## src/rtl/abft_chk_n_if.sv

```systemverilog
// Handshake bundle for abft_chk_n: data in, reference checksum in, result out.
interface abft_chk_n_if #(
  parameter int unsigned aBits = 18,
  parameter int unsigned zBits = 20
);
  logic             d_valid;
  logic             d_ready;
  logic [aBits-1:0] d_data;
  logic             c_valid;
  logic             c_ready;
  logic [zBits-1:0] c_data;
  logic             r_valid;
  logic             r_ready;
  logic             r_err;
  logic [zBits-1:0] r_syn;

  // Producer/consumer side driving data, checksum and result acknowledge.
  modport master (
    output d_valid, d_data, c_valid, c_data, r_ready,
    input  d_ready, c_ready, r_valid, r_err, r_syn
  );

  // Checker side.
  modport slave (
    input  d_valid, d_data, c_valid, c_data, r_ready,
    output d_ready, c_ready, r_valid, r_err, r_syn
  );
endinterface

```

## src/rtl/abft_chk_n.sv

```systemverilog
// ABFT checksum checker: accumulates N sign-extended words modulo 2^zBits,
// then compares against a reference checksum and reports the syndrome.
// Optional feature macro: ABFT_CHK_TOL_EN (|syndrome| > TOL flags an error
// instead of any nonzero syndrome).
module abft_chk_n #(
  parameter int unsigned aBits = 18,
  parameter int unsigned zBits = 20,
  parameter int unsigned N     = 8,
  parameter int unsigned TOL   = 0
) (
  input  logic        clk,
  input  logic        rst,
  abft_chk_n_if.slave bus,
  output logic        busy
);

  localparam int unsigned CW = (N > 1) ? $clog2(N) : 1;
  localparam logic [CW-1:0] CNT_LAST = CW'(N - 1);

  typedef enum logic [1:0] {ACC, CHK, RPT} state_t;

  state_t           state_q, state_d;
  logic [zBits-1:0] sum_q, sum_d;
  logic [CW-1:0]    cnt_q, cnt_d;
  logic             r_valid_q, r_valid_d;
  logic             r_err_q, r_err_d;
  logic [zBits-1:0] r_syn_q, r_syn_d;

  logic             d_ready_c;
  logic             c_ready_c;
  logic [zBits-1:0] d_ext_c;
  logic [zBits-1:0] syn_c;
  logic             err_c;

  // Sign-extend the incoming word and form the candidate syndrome.
  assign d_ext_c = zBits'($signed(bus.d_data));
  assign syn_c   = bus.c_data - sum_q;

`ifdef ABFT_CHK_TOL_EN
  localparam logic [zBits-1:0] MOST_NEG = {1'b1, {(zBits-1){1'b0}}};
  logic [zBits-1:0] mag_c;

  // Magnitude of the signed syndrome; the most negative value has no
  // positive twin and is always treated as an error.
  assign mag_c = syn_c[zBits-1] ? (-syn_c) : syn_c;
  assign err_c = (syn_c == MOST_NEG) || (64'(mag_c) > 64'(TOL));
`else
  assign err_c = (syn_c != '0);
`endif

  // State and datapath registers.
  always_ff @(posedge clk) begin
    if (rst) begin
      state_q   <= ACC;
      sum_q     <= '0;
      cnt_q     <= '0;
      r_valid_q <= 1'b0;
      r_err_q   <= 1'b0;
      r_syn_q   <= '0;
    end else begin
      state_q   <= state_d;
      sum_q     <= sum_d;
      cnt_q     <= cnt_d;
      r_valid_q <= r_valid_d;
      r_err_q   <= r_err_d;
      r_syn_q   <= r_syn_d;
    end
  end

  // Next-state, accumulation and ready decode.
  always_comb begin
    state_d   = state_q;
    sum_d     = sum_q;
    cnt_d     = cnt_q;
    r_valid_d = r_valid_q;
    r_err_d   = r_err_q;
    r_syn_d   = r_syn_q;
    d_ready_c = 1'b0;
    c_ready_c = 1'b0;
    case (state_q)
      ACC: begin
        d_ready_c = 1'b1;
        if (bus.d_valid) begin
          sum_d = sum_q + d_ext_c;
          if (cnt_q == CNT_LAST) begin
            cnt_d   = '0;
            state_d = CHK;
          end else begin
            cnt_d = cnt_q + CW'(1);
          end
        end
      end
      CHK: begin
        c_ready_c = 1'b1;
        if (bus.c_valid) begin
          r_syn_d   = syn_c;
          r_err_d   = err_c;
          r_valid_d = 1'b1;
          state_d   = RPT;
        end
      end
      RPT: begin
        if (bus.r_ready) begin
          r_valid_d = 1'b0;
          sum_d     = '0;
          state_d   = ACC;
        end
      end
      default: state_d = ACC;
    endcase
  end

  assign bus.d_ready = d_ready_c;
  assign bus.c_ready = c_ready_c;
  assign bus.r_valid = r_valid_q;
  assign bus.r_err   = r_err_q;
  assign bus.r_syn   = r_syn_q;
  assign busy        = (state_q != ACC) || (cnt_q != '0);

endmodule

```

## src/flat_wrapper.sv

```systemverilog
// flat-port wrapper written by rule: the top's interface ports become plain ports
module abft_chk_n_flat 
#(
  parameter int unsigned aBits = 18,
  parameter int unsigned zBits = 20,
  parameter int unsigned N     = 8,
  parameter int unsigned TOL   = 0
)
  (clk, rst, busy, bus_d_valid, bus_d_data, bus_c_valid, bus_c_data, bus_r_ready, bus_d_ready, bus_c_ready, bus_r_valid, bus_r_err, bus_r_syn);
  abft_chk_n_if #(.aBits(aBits), .zBits(zBits)) bus_i ();
  input  logic clk;
  input  logic rst;
  output logic busy;
  input wire logic [$bits(bus_i.d_valid)-1:0] bus_d_valid;
  input wire logic [$bits(bus_i.d_data)-1:0] bus_d_data;
  input wire logic [$bits(bus_i.c_valid)-1:0] bus_c_valid;
  input wire logic [$bits(bus_i.c_data)-1:0] bus_c_data;
  input wire logic [$bits(bus_i.r_ready)-1:0] bus_r_ready;
  output wire logic [$bits(bus_i.d_ready)-1:0] bus_d_ready;
  output wire logic [$bits(bus_i.c_ready)-1:0] bus_c_ready;
  output wire logic [$bits(bus_i.r_valid)-1:0] bus_r_valid;
  output wire logic [$bits(bus_i.r_err)-1:0] bus_r_err;
  output wire logic [$bits(bus_i.r_syn)-1:0] bus_r_syn;
  assign bus_i.d_valid = bus_d_valid;
  assign bus_i.d_data = bus_d_data;
  assign bus_i.c_valid = bus_c_valid;
  assign bus_i.c_data = bus_c_data;
  assign bus_i.r_ready = bus_r_ready;
  assign bus_d_ready = bus_i.d_ready;
  assign bus_c_ready = bus_i.c_ready;
  assign bus_r_valid = bus_i.r_valid;
  assign bus_r_err = bus_i.r_err;
  assign bus_r_syn = bus_i.r_syn;
  abft_chk_n #(.aBits(aBits), .zBits(zBits), .N(N), .TOL(TOL)) u_core (.clk(clk), .rst(rst), .bus(bus_i), .busy(busy));
endmodule
```

## config.mk

```make
export PLATFORM = sky130hd
export DESIGN_NAME = abft_chk_n_flat
export DESIGN_NICKNAME = d
export VERILOG_FILES = /design/src/rtl/abft_chk_n_if.sv /design/src/rtl/abft_chk_n.sv /design/src/flat_wrapper.sv
export SDC_FILE = /design/constraint.sdc
export NUM_CORES = 1
export LEC_CHECK = 0
export ABC_AREA = 1
export CORE_MARGIN = 3
export CORE_UTILIZATION = 35
export CTS_CLUSTER_DIAMETER = 40
export DETAILED_ROUTE_END_ITERATION = 7
export PLACE_DENSITY_LB_ADDON = 0.25
export SETUP_SLACK_MARGIN = 0.05
export SLEW_MARGIN = 20
export SYNTH_ARGS = -nofsm -noshare
export SYNTH_HDL_FRONTEND = slang
export SYNTH_SLANG_ARGS = --single-unit
export TNS_END_PERCENT = 10
```

## constraint.sdc

```tcl
create_clock -name clk -period 2 [get_ports clk]
set_input_delay 0.4 -clock clk [delete_from_list [all_inputs] [get_ports clk]]
set_output_delay 0.4 -clock clk [all_outputs]
set_load 0.02 [all_outputs]
```

After elaboration in Yosys (flattened, before gate mapping). Index checks and enable logic that the tools add are counted.

Bits in read-only memories: 0. Bits of input ports: 43. Register bits: 47. Output and inout port bits: 25. Memory bits (writable): 0. Latch bits: 0. Memories kept: 0.

Reduce and logical (&&, ||, !) cells: 12. $mul: 0. Multiplexer cells: 14. Bitwise logic cells: 0. $lt $le $gt $ge: 0. Shift-type cells: 0. Divide/modulo/power cells: 0. Eq/ne operators: 7. $add $sub $neg: 3.

Operators by type and width (number): $mux W20 (2); $pmux W20 S2 (1); $add A20 B20 Y20 (1); $reduce_bool A20 Y1 (1); $sub A20 B20 Y20 (1); $mux W2 (4); $ne A2 B2 Y1 const B (3); $pmux W2 S3 (1); $reduce_and A3 Y1 (2); $reduce_bool A2 Y1 (3); $mux W1 (4); $reduce_and A2 Y1 (2); $reduce_and A4 Y1 (1); $add A3 B1 Y3 const B (1); $eq A3 B3 Y1 const B (1); $mux W3 (1); $reduce_bool A3 Y1 (1); $eq A2 B1 Y1 const B (1); $eq A2 B2 Y1 const B (1); $logic_not A2 Y1 (1); $ne A2 B1 Y1 const B (1); $pmux W1 S2 (1); $logic_or A1 B1 Y1 (1).

Logic depth before layout (Yosys ltp).
Word-level depth: 4. Depth in mapped cells: 17.

Worst setup path before layout. OpenSTA, ideal clock, no wires.

Path kind: in2reg. Start point: in bus_c_data[0]. End point: reg u_core.r_err_q, in the netlist u_core.bus.r_err. Arrival time: 1.897 ns. Setup slack: -0.006 ns. Stages: 16. Required time: 1.891 ns. Path buffers: 0. Cell sequence: inv_1 -> ha_1 -> inv_1 -> fa_1 -> inv_1 -> nand4_1 -> nor2_1 -> nand3_1 -> nor2_1 -> nand3_1 -> nor2_1 -> nand3_1 -> nor2_1 -> nand3_1 -> nand2_1 -> inv_1.

Longest elaborated chain between the ends: 2.

Ends and longest elaborated chain: from (decl) (line flat_wrapper.sv:17) `input wire logic [$bits(bus_i.c_data)-1:0] bus_c_data;`; $sub A20 B20 Y20 (line abft_chk_n.sv:37) `assign syn_c = bus.c_data - sum_q;`; via u_core.syn_c[1] (line abft_chk_n.sv:32) `logic [zBits-1:0] syn_c;`; $reduce_bool A20 Y1 (line abft_chk_n.sv:48) `assign err_c = (syn_c != '0);`; to (signal assigned) (line abft_chk_n.sv:65) `r_err_q <= r_err_d;`; to (decl) (line abft_chk_n.sv:26) `logic r_err_q, r_err_d;`.

The timed path passes the listed nets, and every way through them passes these cells. A chain may end at the register's enable or synchronous reset.

Worst setup path in the final report.
Start point: reg u_core.sum_q[0]. End point: reg u_core.r_err_q, in the netlist u_core.bus.r_err.

Longest elaborated chain between the ends: 2.

Ends and longest elaborated chain: from (decl) (line abft_chk_n.sv:23) `logic [zBits-1:0] sum_q, sum_d;`; from (signal assigned) (line abft_chk_n.sv:62) `sum_q <= sum_d;`; $sub A20 B20 Y20 (line abft_chk_n.sv:37); via u_core.syn_c[1] (line abft_chk_n.sv:32); $reduce_bool A20 Y1 (line abft_chk_n.sv:48).

The timed path passes the listed nets, and every way through them passes these cells.

==> flow_summary.ini <==
[sta]
hold_viol_final = 0
tightest_slew_ns = 0.317
relSlewSlack_pct = 78.8
fmax_mhz = 489
fin_skew_ns = 0.00601
min_period_over_period_pct = 102
setup-tns-final_ns = -0.0934
drv_slew = 0
setup_violations = 4
rsz0062_at_grt = yes
fin_ws_ns = -0.0463
post-route-min-period_ns = 2.05
whs_ns = 0.471

[power]
power.leakage_nw = 3.29
p_per_area_nw_per_um2 = 624
p_total_mw = 4.22
ir_worst_vdd_mv = 0.421

[synth]
yosys_warnings = 0
syn_avg_cell_area_um2 = 6.19
ys_ff_latch = 47
synth_area_um2 = 4160
ys_types = 38
syn_nets = 759
yosysSeqAreaShare_pct = 22.6
async_flop_share_pct = 0
synth_area_leaders = dfxtp_1 23%, nand2_1 16%, ha_1 12%
synthCells = 673
synth_top_area_cell = dfxtp_1
synth_top_area_share_pct = 22.6
ys.flop_type = dfxtp_1
synth_edf_count = 0

[global_route]
grt_pass1_vias = 4873
grt_overflow = 0
track_usage_pct = 20.0
grt_pass1_wl_mm = 21.6
antenna_found_initial = 1
grt_max_degree = 33

[placement]
gp_congestion = 0.858
place_ws_ns = -0.793
dp_cells = 991
dpl_cell_area_um2 = 5900
port_buffers = 67
dpl.hpwl_mm = 10.2

[detailed_routing]
vias = 4910
drcViolationCount = 0
wl_per_cell_um = 12.9
viasPerCell = 4.86
drt_iter0_drc = 167
first_pass_iters = 4
wirelength_mm = 13.1
detail-route-antenna-nets = 0

[status]
violations = setup timing
status = finished, violations left

[die]
ios = 68
die_area_um2 = 13200
row_count = 39
fp.coreArea_um2 = 11500
die_y_um = 115
die_w_um = 115
initial_utilization_pct = 36.2

[critical_path]
crit_fanout = 2
worstSetupPathType = reg -> reg
worst_setup_path_end_kind = flop
critPathLaunch = u_core.sum_q[0]
startpoint_type = flop
critical_path_arrival_ns = 2.24
worstReg2RegStart = u_core.sum_q[0]
worstPathRequired_ns = 2.19

[final_layout]
drive_above_1_share_pct = 31.6
n_fill_cell = 1092
nNetsFinal = 952
syn2layout_area_growth_pct = 62.3
design_area_um2 = 6760
n_antenna_cell = 0
layout_common_cells = 159 x nand2_1, 128 x buf_4, 104 x inv_1, 46 x nand3_1
final_util_pct = 58.7
final_common_cell = nand2_1
layout.cells.non_filler = 1010

[cts]
clock_latency_ns = 0.29
clk_pin_slew_ns = 0.07
root_buffer = clkbuf_16
cts_tree = done
htree_levels = 2
clk_path_buf_depth = 2
numCtsBuffers = 5
cts.sinks = 47

[flow_run]
cap_violations = 0

[worst_hold_path]
hold_path.class = reg -> reg
hold_start = u_core.bus.r_valid
==> layout make-up <==
class	instances	area, µm²	area share (%)
Multi-Input combinational cell	497	3340	49.4
Timing Repair Buffer	198	1660	24.5
Sequential cell	47	955	14.1
Inverter	117	457	6.76
Tap cell	143	179	2.65
Clock buffer	6	139	2.05
Clock inverter	2	35.0	0.518
==> cells in the mapped netlist (8+ instances only) <==
cell type,n
nand3_1,50
o211ai_1,9
nand4_1,10
ha_1,41
inv_1,113
o21bai_1,8
nand2_2,12
dfxtp_1,47
a21oi_1,59
o21ai_0,33
nand2_1,176
nor2_1,48
==> cell families (layout without fill, tap and decap cells) <==
logic type,after synthesis,count (layout),synth area share [%]
xor gates and xnor gates,5,5,1.05
DFF,47,47,22.6
adders and majority gates,43,43,13.3
AOI/OAI and AO/OA,131,131,18.1
buffers and inverters,129,323,11.8
and+or+nand+nor,318,318,33.1
==> per-layer routing <==
metal | vias up | share of wire [%] | GRT usage [%]
li1 | 2577 | - | -
met1 | 2233 | 46 | 26.1
met2 | 83 | 48 | 34.1
met3 | 15 | 4.0 | 3.26
met4 | 2 | 1.5 | 5.48
met5 | - | 0.10 | 0
==> critical path, stage by stage (launching register included) <==
cell and delay (ns):
dfxtp_2 0.35, ha_4 0.16, inv_4 0.05, fa_2 0.41
inv_1 0.06, nand4_1 0.09, nor2_1 0.12, nand3_1 0.08
nor2_1 0.09, nand3_1 0.08, nor2_1 0.10, nand3_1 0.09
nor2_1 0.09, nand3_1 0.07, nand2_1 0.07, inv_1 0.03
==> power by group <==
part           total [mW]  internal [mW]  switching, mW
Sequential           1.03          0.993         0.0395
Clock               0.989          0.622          0.367
Combinational        2.19           1.09           1.10
Total                4.22           2.71           1.51
==> what timing repair did <==
| action | CTS | global route |
|---|---|---|
| pin swaps | 25 | 32 |
| setup buffers | 8 | 3 |
| hold buffers | 0 | 0 |
| endpoints found under the setup margin | 31 | 28 |
| resized for setup | 83 | 72 |
==> worst paths after layout <==
check                                           to  slack [ns]  cells after the start
worst max-delay path              u_core.bus.r_err       -0.05                     15
worst min register to register  u_core.bus.r_valid        0.47                      2
worst min-delay path            u_core.bus.r_valid        0.47                      2
worst max register to register    u_core.bus.r_err       -0.05                     15
==> registers in the layout (all words and copies together) (netlist names) <==
register	cells
u_core.bus.r_syn	20
u_core.bus.r_valid	1
u_core.state_q	2
u_core.bus.r_err	1
u_core.sum_q	20
u_core.cnt_q	3
No activity file was read; power rests on OpenSTA's default activity.
